### src/rtl/sprite_plot_scheduler.sv
// sprite_plot_scheduler
// Owns the single VGA write port for one frame at a time: on an accepted
// frame tick it erases both 4x4 sprites at their last drawn positions and
// then draws them at the freshly latched positions, one pixel per clock.
// At the end of each frame it publishes a collision flag for the game FSM.

module sprite_plot_scheduler #(
    parameter logic [2:0] BG_COLOUR  = 3'd0,
    parameter logic [2:0] OBS_COLOUR = 3'd2,
    parameter logic [2:0] PLY_COLOUR = 3'd4
) (
    input  logic       clock,
    input  logic       resetn,
    input  logic       frame_tick,
    input  logic [7:0] obs_x,
    input  logic [6:0] obs_y,
    input  logic [7:0] ply_x,
    input  logic [6:0] ply_y,
    output logic [7:0] x,
    output logic [6:0] y,
    output logic [2:0] colour,
    output logic       writeEn,
    output logic       busy,
    output logic       done,
    output logic       collision,
    output logic       overrun
);

    typedef enum logic [2:0] {
        ST_IDLE      = 3'd0,
        ST_ERASE_OBS = 3'd1,
        ST_ERASE_PLY = 3'd2,
        ST_DRAW_OBS  = 3'd3,
        ST_DRAW_PLY  = 3'd4,
        ST_DONE      = 3'd5
    } state_t;

    state_t     state_r;
    state_t     state_next_s;
    logic [3:0] cnt_r;

    logic [7:0] new_ox_r;
    logic [6:0] new_oy_r;
    logic [7:0] new_px_r;
    logic [6:0] new_py_r;
    logic [7:0] old_ox_r;
    logic [6:0] old_oy_r;
    logic [7:0] old_px_r;
    logic [6:0] old_py_r;
    logic       have_old_r;
    logic       collision_r;
    logic       overrun_r;

    logic       accept_s;
    logic       pixel_state_s;
    logic       last_pixel_s;
    logic [7:0] base_x_s;
    logic [6:0] base_y_s;
    logic [2:0] colour_s;

    // True when two x coordinates are closer than one sprite width (no wrap).
    function automatic logic near_x(input logic [7:0] a, input logic [7:0] b);
        logic signed [8:0] d;
        d = $signed({1'b0, a}) - $signed({1'b0, b});
        return (d > -9'sd4) && (d < 9'sd4);
    endfunction

    // True when two y coordinates are closer than one sprite height (no wrap).
    function automatic logic near_y(input logic [6:0] a, input logic [6:0] b);
        logic signed [7:0] d;
        d = $signed({1'b0, a}) - $signed({1'b0, b});
        return (d > -8'sd4) && (d < 8'sd4);
    endfunction

    // Decode handshake conditions shared by the FSM and the datapath.
    always_comb begin
        accept_s      = (state_r == ST_IDLE) && frame_tick;
        last_pixel_s  = (cnt_r == 4'd15);
        pixel_state_s = (state_r == ST_ERASE_OBS) || (state_r == ST_ERASE_PLY) ||
                        (state_r == ST_DRAW_OBS)  || (state_r == ST_DRAW_PLY);
    end

    // FSM state register.
    always_ff @(posedge clock) begin
        if (!resetn) begin
            state_r <= ST_IDLE;
        end else begin
            state_r <= state_next_s;
        end
    end

    // FSM next-state: each pixel pass runs 16 cycles, DONE runs one.
    always_comb begin
        state_next_s = state_r;
        case (state_r)
            ST_IDLE: begin
                if (frame_tick) begin
                    state_next_s = have_old_r ? ST_ERASE_OBS : ST_DRAW_OBS;
                end else begin
                    state_next_s = ST_IDLE;
                end
            end
            ST_ERASE_OBS: state_next_s = last_pixel_s ? ST_ERASE_PLY : ST_ERASE_OBS;
            ST_ERASE_PLY: state_next_s = last_pixel_s ? ST_DRAW_OBS  : ST_ERASE_PLY;
            ST_DRAW_OBS:  state_next_s = last_pixel_s ? ST_DRAW_PLY  : ST_DRAW_OBS;
            ST_DRAW_PLY:  state_next_s = last_pixel_s ? ST_DONE      : ST_DRAW_PLY;
            ST_DONE:      state_next_s = ST_IDLE;
            default:      state_next_s = ST_IDLE;
        endcase
    end

    // Pixel counter: restarts on acceptance, wraps 15->0 between passes.
    always_ff @(posedge clock) begin
        if (!resetn) begin
            cnt_r <= 4'd0;
        end else if (accept_s) begin
            cnt_r <= 4'd0;
        end else if (pixel_state_s) begin
            cnt_r <= last_pixel_s ? 4'd0 : (cnt_r + 4'd1);
        end else begin
            cnt_r <= 4'd0;
        end
    end

    // Latch the new sprite positions on the accepting tick only.
    always_ff @(posedge clock) begin
        if (!resetn) begin
            new_ox_r <= 8'd0;
            new_oy_r <= 7'd0;
            new_px_r <= 8'd0;
            new_py_r <= 7'd0;
        end else if (accept_s) begin
            new_ox_r <= obs_x;
            new_oy_r <= obs_y;
            new_px_r <= ply_x;
            new_py_r <= ply_y;
        end else begin
            new_ox_r <= new_ox_r;
            new_oy_r <= new_oy_r;
            new_px_r <= new_px_r;
            new_py_r <= new_py_r;
        end
    end

    // On frame completion remember what was drawn and evaluate overlap.
    always_ff @(posedge clock) begin
        if (!resetn) begin
            old_ox_r    <= 8'd0;
            old_oy_r    <= 7'd0;
            old_px_r    <= 8'd0;
            old_py_r    <= 7'd0;
            have_old_r  <= 1'b0;
            collision_r <= 1'b0;
        end else if (state_r == ST_DONE) begin
            old_ox_r    <= new_ox_r;
            old_oy_r    <= new_oy_r;
            old_px_r    <= new_px_r;
            old_py_r    <= new_py_r;
            have_old_r  <= 1'b1;
            collision_r <= near_x(new_ox_r, new_px_r) && near_y(new_oy_r, new_py_r);
        end else begin
            old_ox_r    <= old_ox_r;
            old_oy_r    <= old_oy_r;
            old_px_r    <= old_px_r;
            old_py_r    <= old_py_r;
            have_old_r  <= have_old_r;
            collision_r <= collision_r;
        end
    end

    // Sticky flag: a tick that could not be accepted because a frame was running.
    always_ff @(posedge clock) begin
        if (!resetn) begin
            overrun_r <= 1'b0;
        end else if (frame_tick && (state_r != ST_IDLE)) begin
            overrun_r <= 1'b1;
        end else begin
            overrun_r <= overrun_r;
        end
    end

    // Select the sprite base and colour for the current pass.
    always_comb begin
        base_x_s = 8'd0;
        base_y_s = 7'd0;
        colour_s = 3'd0;
        case (state_r)
            ST_ERASE_OBS: begin
                base_x_s = old_ox_r;
                base_y_s = old_oy_r;
                colour_s = BG_COLOUR;
            end
            ST_ERASE_PLY: begin
                base_x_s = old_px_r;
                base_y_s = old_py_r;
                colour_s = BG_COLOUR;
            end
            ST_DRAW_OBS: begin
                base_x_s = new_ox_r;
                base_y_s = new_oy_r;
                colour_s = OBS_COLOUR;
            end
            ST_DRAW_PLY: begin
                base_x_s = new_px_r;
                base_y_s = new_py_r;
                colour_s = PLY_COLOUR;
            end
            default: begin
                base_x_s = 8'd0;
                base_y_s = 7'd0;
                colour_s = 3'd0;
            end
        endcase
    end

    // Drive the VGA port; coordinates wrap naturally at the register widths.
    always_comb begin
        if (pixel_state_s) begin
            x       = base_x_s + {6'd0, cnt_r[1:0]};
            y       = base_y_s + {5'd0, cnt_r[3:2]};
            colour  = colour_s;
            writeEn = 1'b1;
        end else begin
            x       = 8'd0;
            y       = 7'd0;
            colour  = 3'd0;
            writeEn = 1'b0;
        end
        busy      = (state_r != ST_IDLE);
        done      = (state_r == ST_DONE);
        collision = collision_r;
        overrun   = overrun_r;
    end

endmodule

### config.mk
export PLATFORM = sky130hd
export DESIGN_NAME = sprite_plot_scheduler
export DESIGN_NICKNAME = d
export VERILOG_FILES = /design/src/rtl/sprite_plot_scheduler.sv
export SDC_FILE = /design/constraint.sdc
export NUM_CORES = 1
export LEC_CHECK = 0
export BUFFER_PORTS_ARGS = -buffer_cell sky130_fd_sc_hd__buf_2
export CAP_MARGIN = 15
export CORE_MARGIN = 3
export CORE_UTILIZATION = 46
export DETAILED_ROUTE_END_ITERATION = 7
export PLACE_DENSITY = 0.65
export SLEW_MARGIN = 20
export SYNTH_ARGS = -nofsm -noshare
export SYNTH_HDL_FRONTEND = slang
export SYNTH_SLANG_ARGS = --single-unit
### constraint.sdc
create_clock -name clock -period 3.9 [get_ports clock]
set_input_delay 0.78 -clock clock [delete_from_list [all_inputs] [get_ports clock]]
set_output_delay 0.78 -clock clock [all_outputs]
set_load 0.02 [all_outputs]
==> results of run 1 <==
## worst max-delay path by stage
stage | startpoint | end | slack, ns | cells past startpoint
detailed placement | state_r[0]$_SDFF_PN0_ | y[6] | 0.72 | 11
global placement | state_r[0]$_SDFF_PN0_ | y[6] | 0.80 | 11
floorplan | state_r[1]$_SDFF_PN0_ | y[6] | 0.45 | 11
CTS | state_r[0]$_SDFF_PN0_ | y[6] | 0.30 | 10
finish | state_r[0]$_SDFF_PN0_ | y[6] | 0.32 | 10
global route | state_r[0]$_SDFF_PN0_ | y[6] | 0.07 | 10
## state kept, by name, indices dropped and copies added (netlist names)
name	count
cnt_r	4
collision	1
have_old_r	1
new_ox_r	8
new_oy_r	7
new_px_r	8
new_py_r	7
old_ox_r	8
old_oy_r	7
old_px_r	8
old_py_r	7
overrun	1
state_r	3
## power by group through the flow
stage	Sequential (mW)	Clock (mW)	Combinational, mW
6_report	0.777	0.704	0.373
5_1_grt	0.781	0.744	0.421
4_1_cts	0.777	0.720	0.376
3_5_place_dp	0.794	0	0.373
3_3_place_gp	0.793	0	0.364
2_1_floorplan	0.777	0	0.288
## layout make-up
class	count	area, µm²	share of cell area [%]
Clock buffer	9	124	2.60
Clock inverter	6	111	2.33
Inverter	27	101	2.12
Multi-Input combinational cell	409	2560	53.7
Sequential cell	70	1400	29.4
Tap cell	108	135	2.83
Timing Repair Buffer	63	338	7.08
## synth_stat cells, drive strengths merged (2+ instances only)
cell | instances | area [µm²]
ha | 20 | 250
o21a | 4 | 30.0
o21ai | 24 | 120
o211ai | 2 | 15.0
nand3 | 9 | 45.0
xnor2 | 10 | 87.6
o21bai | 2 | 15.0
a21boi | 60 | 450
clkbuf | 18 | 67.6
buf | 13 | 67.6
a21o | 4 | 30.0
fa | 4 | 80.1
nor3 | 2 | 15.0
mux2 | 15 | 169
o31ai | 2 | 15.0
a2111oi | 2 | 36.3
nand4 | 3 | 18.8
a22oi | 16 | 120
inv | 27 | 101
xor2 | 9 | 78.8
and2 | 3 | 18.8
and3 | 3 | 18.8
nor2 | 24 | 90.1
or3 | 2 | 12.5
nand4b | 2 | 17.5
nor3b | 2 | 15.0
dfxtp | 70 | 1400
mux2i | 2 | 20.0
a211oi | 3 | 22.5
nand2b | 2 | 12.5
nand2 | 146 | 548
a21oi | 12 | 60.1
nor2b | 8 | 50.1
## metal layers
layer	track usage, %	up-vias
met2	36.6	67
met5	0	-
met1	25.9	1783
met3	4.27	12
li1	-	1907
met4	6.54	0
## worst min-delay path, delay by kind of cell, from the launching register on
family	cells	cell delay (ns)
AND/OR/NAND/NOR	1	0.05
AO/OA/AOI/OAI	1	0.05
flip-flops	1	0.31
## cells by family after synthesis
group | share of synthesized area [%]
xor+xnor | 3.97
flops | 33.4
compound gates | 23.5
buf+inv | 5.64
fa+ha+maj | 7.87
mux | 4.50
simple gates | 21.0
other cells | 0.0894
==> flow_summary.json, run 1 <==
{
  "status": "complete, no violations",
  "fp-row-count": 34,
  "antenna_found_initial": 0,
  "path_buf_inv": 2,
  "fin_area_um2": 4770,
  "clock.fmax_ghz": 0.279,
  "finalMaxSlewViolations": 0,
  "tightest_slew_ns": 0.991,
  "layout-drive-gt1-share_pct": 16.4,
  "instances_no_fill": 692,
  "grt_pass1_vias": 3560,
  "clockBufferDepth": 2,
  "start_util_pct": 47.7,
  "syn_area_per_cell_um2": 7.81,
  "placed_area_um2": 4540,
  "die_h_um": 102,
  "worstPathMaxFanout": 5,
  "root_buffer": "clkbuf_8",
  "cp-start-kind": "flop",
  "ant_nets": 0,
  "slowest_delay_ns": 0.43,
  "holdCritStartpoint": "old_py_r[4]$_SDFFE_PN0P_",
  "synth-async-reset-ratio_pct": 0,
  "r2r-end": "collision$_SDFFE_PN0P_",
  "seq_area_frac_synth_pct": 33.4,
  "grt-ovfl-total": 0,
  "r2r_cells": 10,
  "swShare_pct": 28.7,
  "cts_tree": "done",
  "gp_congestion": 0.901,
  "via_per_inst": 5.45,
  "utilization_pct": 54.2,
  "hold_viol": 0,
  "core_region_area_um2": 8810,
  "fin_hold_ws_ns": 0.455,
  "tns_ns": 0,
  "vdd_ir_drop_max_mv": 0.265,
  "crit_type": "reg -> out",
  "p_sw_mw": 0.533,
  "synthCells": 537,
  "crit_path_top_delay_cell": "dfxtp_1",
  "antenna_cells": 0,
  "period_needed_ns": 3.58,
  "max_cap_viol_count": 0,
  "fin_crit_sh_pct": 91.8,
  "met3_length_um": 402,
  "cts_hold_buf": 0,
  "dp_hpwl_um": 7550,
  "path_cells": "nor2b_1 -> a22oi_1 -> o21ai_0 -> ha_1 -> inv_1 -> fa_1 -> nor3b_1 -> nand3b_1 -> xnor2_1 -> buf_2",
  "io_buffers": 54,
  "syn_nets": 594,
  "p_clk_share_pct": 38.0,
  "wl_met1_um": 4490,
  "track_usage_pct": 21.0,
  "layout.nets": 637,
  "wire_per_inst_um": 15.0,
  "p_int_mw": 1.32,
  "power.total_mw": 1.85,
  "fill_cells": 861,
  "comb_power_share_pct": 20.1,
  "holdPathStages": 2,
  "post-place-ws_ns": 0.719,
  "timing.rr.start": "new_oy_r[0]$_SDFFE_PN0P_",
  "synth_ff_type": "dfxtp_1",
  "min_path_type": "reg -> reg",
  "grt_max_degree": 70,
  "topRoutingLayerUsed": "met4",
  "synth_edf_count": 0,
  "clk_latency_ns": 0.35,
  "cp_data_arrival_time_ns": 2.80,
  "setup_violations": 0,
  "cts.htree.levels": 3,
  "end_kind": "primary output",
  "post-route-drc-count": 0,
  "syn_area_um2": 4200,
  "timing.final.ws_setup_ns": 0.321,
  "ys_seq_elements": 70,
  "synth_cell_types": 52,
  "cts.repair.resized": 0,
  "slew_headroom_pct": 34.0,
  "reg2reg_slack_ns": 1.28,
  "path_delay_family": "simple AND/OR/NAND/NOR gates",
  "clk_pin_slew_ns": 0.07,
  "die_x_um": 102,
  "drtIter0Drc": 149,
  "grt_pass1_wl_um": 17100,
  "mostFrequentLayoutCells": "nand2_1, dfxtp_1, buf_2",
  "dieArea_um2": 10300,
  "final_common_cell": "nand2_1",
  "io_pins": 56,
  "clock-sinks": 70,
  "cts_buffers": 9,
  "critPathRequiredTime_ns": 3.12,
  "leakage_nw": 1.97,
  "place_inst": 677,
  "cts_setup_buffers": 0,
  "rsz0062_at_grt": "false",
  "first_pass_iters": 5,
  "skew_ns": 0.00728,
  "syn_to_final_growth_pct": 13.7,
  "vias": 3769,
  "met2_length_um": 5340,
  "ys_warn_count": 0,
  "seqPwrFrac_pct": 41.9,
  "whs_endpoint": "old_py_r[4]$_SDFFE_PN0P_",
  "power_density_nw_per_um2": 389,
  "wl_um": 10300
}
(Power assumes the default switching activity.)
==> run 2: changes to the inputs <==
==> constraint.sdc (replaced) <==
create_clock -name clock -period 3.9 [get_ports clock]
set_input_delay 0.585 -clock clock [delete_from_list [all_inputs] [get_ports clock]]
set_output_delay 0.585 -clock clock [all_outputs]
set_load 0.02 [all_outputs]
==> run 2 against run 1 <==
Effect of this change:
- via count is 0.45% higher
- highest routed layer unchanged
- core utilization is 0.77 points lower
- largest power group unchanged
- flip-flop and latch count stayed put
==> flow_summary.json, run 2 (same netlist as run 1, synthesis figures left out) <==
{
  "fp-row-count": 34,
  "layout.nets": 636,
  "status": "complete, no violations",
  "finalMaxSlewViolations": 0,
  "mostFrequentLayoutCells": "nand2_1, dfxtp_1, buf_2",
  "antenna_cells": 0,
  "p_int_mw": 1.13,
  "root_buffer": "clkbuf_8",
  "start_util_pct": 47.7,
  "grt_pass1_wl_um": 17400,
  "clk_pin_slew_ns": 0.08,
  "grt_max_degree": 70,
  "power_density_nw_per_um2": 358,
  "vias": 3786,
  "slew_headroom_pct": 32.9,
  "io_pins": 56,
  "ant_nets": 0,
  "via_per_inst": 5.47,
  "grt-ovfl-total": 0,
  "antenna_found_initial": 0,
  "dieArea_um2": 10300,
  "clock.fmax_ghz": 0.278,
  "track_usage_pct": 21.2,
  "p_sw_mw": 0.552,
  "die_h_um": 102,
  "cts_setup_buffers": 0,
  "fin_crit_sh_pct": 92.4,
  "post-route-drc-count": 0,
  "final_common_cell": "nand2_1",
  "vdd_ir_drop_max_mv": 0.184,
  "cts.repair.resized": 0,
  "first_pass_iters": 4,
  "seqPwrFrac_pct": 46.2,
  "clock-sinks": 70,
  "dp_hpwl_um": 7730,
  "cts_buffers": 9,
  "die_x_um": 102,
  "fill_cells": 889,
  "cts.htree.levels": 3,
  "post-place-ws_ns": 0.687,
  "gp_congestion": 0.859,
  "multi_input_area_um2": 2560,
  "tightest_slew_ns": 1.01,
  "syn_to_final_growth_pct": 12.1,
  "max_cap_viol_count": 0,
  "cp_data_arrival_time_ns": 3.02,
  "critPathRequiredTime_ns": 3.31,
  "cts_tree": "done",
  "crit_type": "reg -> out",
  "rsz0062_at_grt": "false",
  "min_path_type": "reg -> reg",
  "p_clk_share_pct": 31.7,
  "clk_latency_ns": 0.35,
  "drtIter0Drc": 123,
  "tns_ns": 0,
  "layout-drive-gt1-share_pct": 16.3,
  "timing.final.ws_setup_ns": 0.297,
  "hold_viol": 0,
  "seq_area_um2": 1400,
  "leakage_nw": 1.92,
  "grt_pass1_vias": 3580,
  "setup_violations": 0,
  "cts_hold_buf": 0,
  "wl_um": 10600,
  "io_buffers": 54,
  "cp-start-kind": "flop",
  "clockBufferDepth": 2,
  "end_kind": "primary output",
  "swShare_pct": 32.8,
  "wire_per_inst_um": 15.3,
  "period_needed_ns": 3.60,
  "worstPathMaxFanout": 18,
  "skew_ns": 0.00740,
  "comb_power_share_pct": 22.2,
  "core_region_area_um2": 8810
}
## run 2: worst max-delay path, stage by stage (launching register included)
cell	delay [ns]
dfxtp_1	0.41
buf_4	0.25
nor3_2	0.27
nand2_1	0.09
o21ai_0	0.09
ha_1	0.20
inv_1	0.05
fa_1	0.40
nor3b_1	0.39
nand3b_1	0.15
xnor2_1	0.17
buf_2	0.19
## run 2: cell type report
class | count | area share [%]
Multi-Input combinational cell | 409 | 54.4
Sequential cell | 70 | 29.8
Timing Repair Buffer | 62 | 7.02
Tap cell | 108 | 2.87
Clock buffer | 10 | 2.71
Inverter | 27 | 2.15
Clock inverter | 6 | 1.01
## run 2: power groups by stage
stage                     clock network, mW  registers [mW]  logic, mW
final                                 0.534           0.778      0.373
after global routing                  0.577           0.782      0.421
after CTS                             0.541           0.779      0.375
after detailed placement                  0           0.795      0.373
after global placement                    0           0.795      0.360
after floorplan                           0           0.777      0.288
## run 2: worst paths after layout
path / start / end / slack, ns / cells past startpoint
hold / removal: old_oy_r[2]$_SDFFE_PN0P_ / old_oy_r[2]$_SDFFE_PN0P_ / 0.45 / 2
hold reg to reg: old_oy_r[2]$_SDFFE_PN0P_ / old_oy_r[2]$_SDFFE_PN0P_ / 0.45 / 2
setup / recovery: state_r[0]$_SDFF_PN0_ / y[6] / 0.30 / 11
setup reg to reg: new_oy_r[0]$_SDFFE_PN0P_ / collision$_SDFFE_PN0P_ / 1.26 / 10
## run 2: routing by layer
| metal | share of wire, % | vias to the layer above | track usage (%) | routed length [µm] |
|---|---|---|---|---|
| li1 | - | 1899 | - | - |
| met1 | 44 | 1809 | 26.5 | 4600 |
| met2 | 52 | 65 | 36.7 | 5490 |
| met3 | 3.0 | 13 | 4.75 | 318 |
| met4 | 1.5 | 0 | 6.13 | 158 |
| met5 | 0 | - | 0 | 0 |
## run 2: stage by stage
step	instances	cell area, µm²	hold WS, ns	utilization [%]	power, mW
after CTS	692	4700	0.456	53.4	1.69
after global placement	676	4530	0.440	51.4	1.15
final	692	4700	0.453	53.4	1.69
after detailed placement	676	4530	0.445	51.4	1.17
after global routing	692	4700	0.448	53.4	1.78
after floorplan	537	4200	0.431	-	1.06
